File: src/rtl/even_zeroes_imp.sv
// Dual-rail four-phase even-zeroes parity tracker with registered dual-rail reply.
// Optional SYNC_EN: adds a 2-flop synchronizer on each input rail (latency 1 -> 3 cycles).
module even_zeroes_imp #(
  parameter int unsigned CNT_W = 8
) (
  input  logic             clk,
  input  logic             rst_n,
  input  logic             bit0,
  input  logic             bit1,
  output logic             parity0,
  output logic             parity1,
  output logic             err,
  output logic [CNT_W-1:0] tok_cnt
);

  typedef enum logic {
    IDLE,
    HOLD
  } state_t;

  localparam logic [1:0] CODE_SP  = 2'b00;
  localparam logic [1:0] CODE_D0  = 2'b01;
  localparam logic [1:0] CODE_D1  = 2'b10;
  localparam logic [1:0] CODE_ILL = 2'b11;

  logic [1:0] code;

`ifdef SYNC_EN
  logic [1:0] sync1_q;
  logic [1:0] sync2_q;

  always_ff @(posedge clk) begin
    if (!rst_n) begin
      sync1_q <= '0;
      sync2_q <= '0;
    end else begin
      sync1_q <= {bit1, bit0};
      sync2_q <= sync1_q;
    end
  end

  assign code = sync2_q;
`else
  assign code = {bit1, bit0};
`endif

  state_t           state_q;
  logic             even_q;
  logic [1:0]       tok_q;
  logic             parity0_q;
  logic             parity1_q;
  logic             err_q;
  logic [CNT_W-1:0] cnt_q;

  // tok_q remembers the accepted code so HOLD can tell "same token" from a rail switch.
  always_ff @(posedge clk) begin
    if (!rst_n) begin
      state_q   <= IDLE;
      even_q    <= 1'b1;
      tok_q     <= CODE_SP;
      parity0_q <= 1'b0;
      parity1_q <= 1'b0;
      err_q     <= 1'b0;
      cnt_q     <= '0;
    end else begin
      unique case (state_q)
        IDLE: begin
          unique case (code)
            CODE_D0: begin
              state_q   <= HOLD;
              even_q    <= ~even_q;
              tok_q     <= code;
              parity1_q <= ~even_q;
              parity0_q <= even_q;
              cnt_q     <= cnt_q + 1'b1;
            end
            CODE_D1: begin
              state_q   <= HOLD;
              tok_q     <= code;
              parity1_q <= even_q;
              parity0_q <= ~even_q;
              cnt_q     <= cnt_q + 1'b1;
            end
            CODE_ILL: err_q <= 1'b1;
            default: ;
          endcase
        end
        HOLD: begin
          if (code == CODE_SP) begin
            state_q   <= IDLE;
            parity0_q <= 1'b0;
            parity1_q <= 1'b0;
          end else if (code != tok_q) begin
            err_q <= 1'b1;
          end
        end
        default: state_q <= IDLE;
      endcase
    end
  end

  assign parity0 = parity0_q;
  assign parity1 = parity1_q;
  assign err     = err_q;
  assign tok_cnt = cnt_q;

endmodule

File: config.mk
export PLATFORM = sky130hd
export DESIGN_NAME = even_zeroes_imp
export DESIGN_NICKNAME = d
export VERILOG_FILES = /design/src/rtl/even_zeroes_imp.sv
export SDC_FILE = /design/constraint.sdc
export NUM_CORES = 1
export LEC_CHECK = 0
export ABC_CLOCK_PERIOD_IN_PS = 3750
export CAP_MARGIN = 20
export CORE_ASPECT_RATIO = 1.1
export CORE_UTILIZATION = 45
export CTS_CLUSTER_SIZE = 40
export DETAILED_ROUTE_END_ITERATION = 7
export HOLD_SLACK_MARGIN = 0.08
export PLACE_DENSITY = 0.68
export SYNTH_ARGS = -nofsm -noshare
export SYNTH_HDL_FRONTEND = slang
export SYNTH_SLANG_ARGS = --single-unit
File: constraint.sdc
create_clock -name clk -period 3.75 [get_ports clk]
set_clock_uncertainty 0.05 [all_clocks]
set_input_delay 0.75 -clock clk [delete_from_list [all_inputs] [get_ports clk]]
set_output_delay 0.75 -clock clk [all_outputs]
set_load 0.02 [all_outputs]
==> impl_metrics.yaml, run 1 <==
run_status:
  outcome: "finished clean"
worst_setup_path:
  r2r-start: "tok_cnt[0]"
  critical_path_buf_inv_count: 2
  start_kind: "primary input"
  cp_data_required_time_ns: 3.91
  timing.reg2reg.worst_path_depth: 3
  r2r-end: "tok_cnt[5]"
  cp_max_fo: 10
  crit_family: "buffers and inverters"
  reg2reg_slack_ns: 2.42
  critPathMaxStageDelay_ns: 0.57
  cp-end-kind: "register"
  crit_chain: "clkdlybuf4s50_1, inv_1, ha_1, nand2b_4, or4_1, a21oi_1"
  arrival_ns: 2.56
  slowest_stage: "clkdlybuf4s50_1"
  worst-setup-path-type: "primary input to register"
cells_and_area:
  stdcell_area_sq_um: 893
  layout_commonest_cell: "dfxtp_1"
  nNetsFinal: 106
  syn2layout_area_growth_pct: 23.1
  n_antenna_cell: 0
  final_cell_mix: "dfxtp_1 (15), nand2_1 (14), clkdlybuf4s50_1 (14)"
  layout-drive-gt1-share_pct: 4.17
logic_synthesis:
  yosys-mux-area-fraction_pct: 4.14
  syn_area_sq_um: 726
  synth-main-ff-cell: "dfxtp_1"
  ys_seq_elements: 15
  ys_types: 26
  synth_area_per_cell_sq_um: 8.96
  syn_nets: 90
  synth_top_family_by_area: "simple AND/OR/NAND/NOR gates"
  synthArstFlopShare_pct: 0
  synth_top_cell_by_area: "dfxtp_1"
  synth.top_cell.area_share_pct: 41.4
  synth_xor_xnor_area_share_pct: 7.24
  synth_edf_count: 0
  ys_seq_area_share_pct: 41.4
  synthSimpleGateAreaFrac_pct: 23.4
  syn_inst: 81
  synth_fa_ha_area_share_pct: 8.62
  yosys_warnings: 0
  synth_compound_area_share_pct: 10.0
  synth_area_leaders: "dfxtp_1 (41%), ha_1 (8.6%), nand2_1 (7.2%)"
place:
  dpl.hpwl_um: 969
  postPlaceCellArea_sq_um: 867
  pre_cts_ws_ns: 1.08
  routabilityCongestion: 0.791
  numPortBuffers: 14
grt:
  grt_pass1_wl_um: 2350
  gr-total-overflow: 0
  grt_use_total_pct: 19.0
  antenna_found_initial: 0
  grt_pass1_vias: 549
  grt_max_degree: 11
cts:
  cts_tree: "done"
  cts_buffers: 3
  cts_resized: 0
  ctsHtreeMaxLevel: 1
  root_buffer: "clkbuf_4"
  postCtsSetupRepairBufs: 0
  clkSinkCount: 15
  clkTransAtPathRegs_ns: 0.09
  hold_buffers: 0
  cts_buffer_depth: 2
  clock_latency_ns: 0.27
floorplan:
  fp.dieW_um: 40.3
  core_area_sq_um: 1440
  dieArea_sq_um: 1780
  pin_count: 15
  fp.dieH_um: 44.1
  core.rowCount: 14
  start_util_pct: 50.5
detailed_routing:
  drtIter0Drc: 4
  vias: 545
  routed_via_density: 4.87
  wirelength_um: 1310
  ant_nets: 0
  firstDrtPassIters: 3
  wl_per_cell_um: 11.7
  drc_errors: 0
pwr:
  leakage_nw: 0.341
  power_density_nw_per_um2: 379
  switching_share_pct: 27.7
  power_frac_comb_pct: 20.1
  pwr-share-clk_pct: 27.0
  p_sw_w: 0.0000938
  power_w: 0.000339
  max-vdd-ir-drop_v: 0.000232
  pwr-share-seq_pct: 52.9
  power.internal_w: 0.000245
hold_path:
  hold_start: "tok_cnt[7]"
  hold_depth: 2
  hp-class: "register to register"
  hold_end: "tok_cnt[7]"
sta:
  grt_setup_unrepaired: "false"
  setup_viol: 0
  relSlewSlack_pct: 74.8
  hold_violations: 0
  timing.final.crit_share_pct: 63.9
  finalSetupTns_ns: 0
  fmax_mhz: 418
  drv_slew: 0
  worst_pin_slew_ns: 0.376
  period_needed_ns: 2.39
  fin_ws_ns: 1.36
flow_run:
  cap_violations: 0
-- how the worst max path moves through the flow --
stage	cells after the start	to	start	slack, ns
4_1_cts	6	tok_cnt[5]	bit0	1.37
5_1_grt	6	tok_cnt[5]	bit0	1.22
3_3_place_gp	6	tok_cnt[5]	bit0	1.13
6_report	6	tok_cnt[5]	bit0	1.36
2_1_floorplan	6	tok_cnt[5]	bit0	1.72
3_5_place_dp	6	tok_cnt[5]	bit0	1.08
-- sequential cells by signal (all words and copies together), names as in the netlist --
name and count:
state_q 1, parity0 1, even_q 1, parity1 1, tok_cnt 8, err 1, tok_q 2
-- power by group through the flow --
stage          combinational, W   clock, W  sequential, W
6_report              0.0000681  0.0000913       0.000179
4_1_cts               0.0000686  0.0000956       0.000179
5_1_grt               0.0000753   0.000100       0.000181
2_1_floorplan         0.0000395          0       0.000190
3_3_place_gp          0.0000674          0       0.000183
3_5_place_dp          0.0000681          0       0.000183
-- cells in the mapped netlist (all sizes together) (2+ instances only) --
| cell type | count |
|---|---|
| nor2 | 2 |
| xnor2 | 6 |
| mux2i | 3 |
| ha | 5 |
| nand2b | 3 |
| dfxtp | 15 |
| a21oi | 8 |
| and2b | 3 |
| nand3 | 3 |
| nand2 | 14 |
| inv | 4 |
| clkbuf | 2 |
-- tightest hold or removal path, stage by stage, from the launching register on --
cell,delay (ns)
dfxtp_1,0.33
nand2_1,0.05
mux2i_1,0.05
-- kinds of logic (layout without fill, tap and decap cells) --
logic type | after synthesis | in the layout
and+or+nand+nor | 32 | 32
DFF | 15 | 15
AOI/OAI and AO/OA | 12 | 12
buffers and inverters | 8 | 23
xor gates and xnor gates | 6 | 6
adders and majority gates | 5 | 5
muxes | 3 | 3
-- metal layers --
layer | part of all wire [%] | track usage [%] | vias up | routed length, um
met2 | 42 | 25.2 | 8 | 544
met1 | 55 | 28.8 | 233 | 717
met4 | 0.76 | 10.0 | 0 | 10
li1 | - | - | 302 | -
met5 | 0 | 0 | - | 0
met3 | 2.8 | 3.02 | 2 | 36
-- layout make-up --
type	instances	area [sq um]
clock buffer	4	26.3
fill	129	543
inverter	5	18.8
multi-input combinational	58	388
sequential	15	300
tap	16	20.0
timing repair buffer	14	140
-- per-stage QoR --
step                hold WS (ns)  util (%)  instances
finish                     0.422      62.2        112
global route               0.467      62.2        112
CTS                        0.428      62.2        112
detailed placement         0.415      60.4        108
global placement           0.408      60.4        108
floorplan                  0.399         -         81
No activity file was read; power rests on OpenSTA's default activity.
==> inputs of run 2 (changes only) <==
ABC_CLOCK_PERIOD_IN_PS = 2490   (was 3750)
clock period = 2.49 ns   (was 3.75 ns; I/O delays follow)
==> impl_metrics.yaml, run 2 (synthesis gave the netlist of run 1 again) <==
sta:
  setup_viol: 0
  relSlewSlack_pct: 73.9
  drv_slew: 0
  period_needed_ns: 2.00
  fin_ws_ns: 0.487
  finalSetupTns_ns: 0
  hold_violations: 0
  fmax_mhz: 499
  grt_setup_unrepaired: "false"
  timing.final.crit_share_pct: 80.4
  worst_pin_slew_ns: 0.390
worst_setup_path:
  critical_path_buf_inv_count: 2
  reg2reg_slack_ns: 1.13
  arrival_ns: 2.16
  critPathMaxStageDelay_ns: 0.50
  timing.reg2reg.worst_path_depth: 3
  cp_data_required_time_ns: 2.65
  slowest_stage: "or4_1"
  r2r-end: "tok_cnt[5]"
  start_kind: "primary input"
  crit_chain: "clkdlybuf4s50_1, inv_1, ha_1, nand2b_4, or4_1, a21oi_1"
  crit_family: "simple AND/OR/NAND/NOR gates"
  cp-end-kind: "register"
  r2r-start: "tok_cnt[0]"
  cp_max_fo: 10
  cp.depth: 6
  worst-setup-path-type: "primary input to register"
hold_path:
  hp-class: "register to register"
  hold_end: "tok_cnt[7]"
  hold_start: "tok_cnt[7]"
  hold_depth: 2
place:
  dpl.hpwl_um: 1030
  routabilityCongestion: 0.756
  numPortBuffers: 14
  pre_cts_ws_ns: 0.197
floorplan:
  start_util_pct: 50.5
  pin_count: 15
  core.rowCount: 14
  core_area_sq_um: 1440
  fp.dieH_um: 44.1
  dieArea_sq_um: 1780
  fp.dieW_um: 40.3
cts:
  clkTransAtPathRegs_ns: 0.08
  cts_buffer_depth: 2
  cts_resized: 0
  clock_latency_ns: 0.28
  root_buffer: "clkbuf_4"
  cts_tree: "done"
  hold_buffers: 0
  ctsHtreeMaxLevel: 1
  postCtsSetupRepairBufs: 0
  cts_buffers: 3
  clkSinkCount: 15
grt:
  antenna_found_initial: 0
  grt_pass1_wl_um: 2310
  gr-total-overflow: 0
  grt_use_total_pct: 19.1
  grt_max_degree: 11
  grt_pass1_vias: 550
pwr:
  max-vdd-ir-drop_v: 0.000318
  power_density_nw_per_um2: 559
  leakage_nw: 0.350
cells_and_area:
  syn2layout_area_growth_pct: 25.2
  n_antenna_cell: 0
  largest_reg_flops: 8
  layout-drive-gt1-share_pct: 6.12
  final_cell_mix: "dfxtp_1 (15), nand2_1 (14), clkdlybuf4s50_1 (14)"
  layout_commonest_cell: "dfxtp_1"
  nNetsFinal: 108
detailed_routing:
  vias: 590
  routed_via_density: 5.18
  ant_nets: 0
  drc_errors: 0
  wirelength_um: 1350
  wl_per_cell_um: 11.8
  drtIter0Drc: 6
  firstDrtPassIters: 4
run_status:
  outcome: "finished clean"
flow_run:
  cap_violations: 0
==> run 2: layout make-up <==
class / count / area, sq um
fill: 141 / 528
multi-input combinational: 58 / 388
tap: 16 / 20.0
timing repair buffer: 16 / 155
clock buffer: 4 / 26.3
sequential: 15 / 300
inverter: 5 / 18.8
==> run 2: worst max path at each step <==
stage / slack (ns) / end / start
finish: 0.49 / tok_cnt[5] / bit0
global route: 0.45 / tok_cnt[5] / bit0
CTS: 0.49 / tok_cnt[5] / bit0
detailed placement: 0.20 / tok_cnt[5] / bit0
global placement: 0.27 / tok_cnt[5] / bit0
floorplan: 0.71 / tok_cnt[5] / bit0
==> run 2: routing by layer <==
metal | global-route usage [%] | wire [um] | vias to the layer above
met4 | 6.00 | 14 | 0
li1 | - | - | 309
met3 | 7.54 | 65 | 2
met1 | 24.7 | 680 | 266
met2 | 29.0 | 584 | 13
met5 | 0 | 0 | -
==> run 2: through the flow <==
step | std cells | hold WS (ns) | total power, W | util, % | instance area, sq um
after floorplan | 81 | 0.399 | 0.000346 | - | 726
final | 114 | 0.425 | 0.000508 | 63.2 | 908
after global placement | 110 | 0.408 | 0.000379 | 61.4 | 882
after global routing | 114 | 0.440 | 0.000542 | 63.2 | 908
after detailed placement | 110 | 0.414 | 0.000381 | 61.4 | 882
after CTS | 114 | 0.426 | 0.000517 | 63.2 | 908
==> run 2: worst register-to-register path, delay by kind of cell (launching register included) <==
kind / cells / cell delay, ns
DFF: 1 / 0.40
AOI/OAI and AO/OA: 1 / 0.14
and+or+nand+nor: 2 / 0.70
==> run 2: power by group <==
| part | internal (W) | switching [W] |
|---|---|---|
| combinational | 0.0000525 | 0.0000526 |
| clock | 0.0000621 | 0.0000706 |
| sequential | 0.000256 | 0.0000139 |
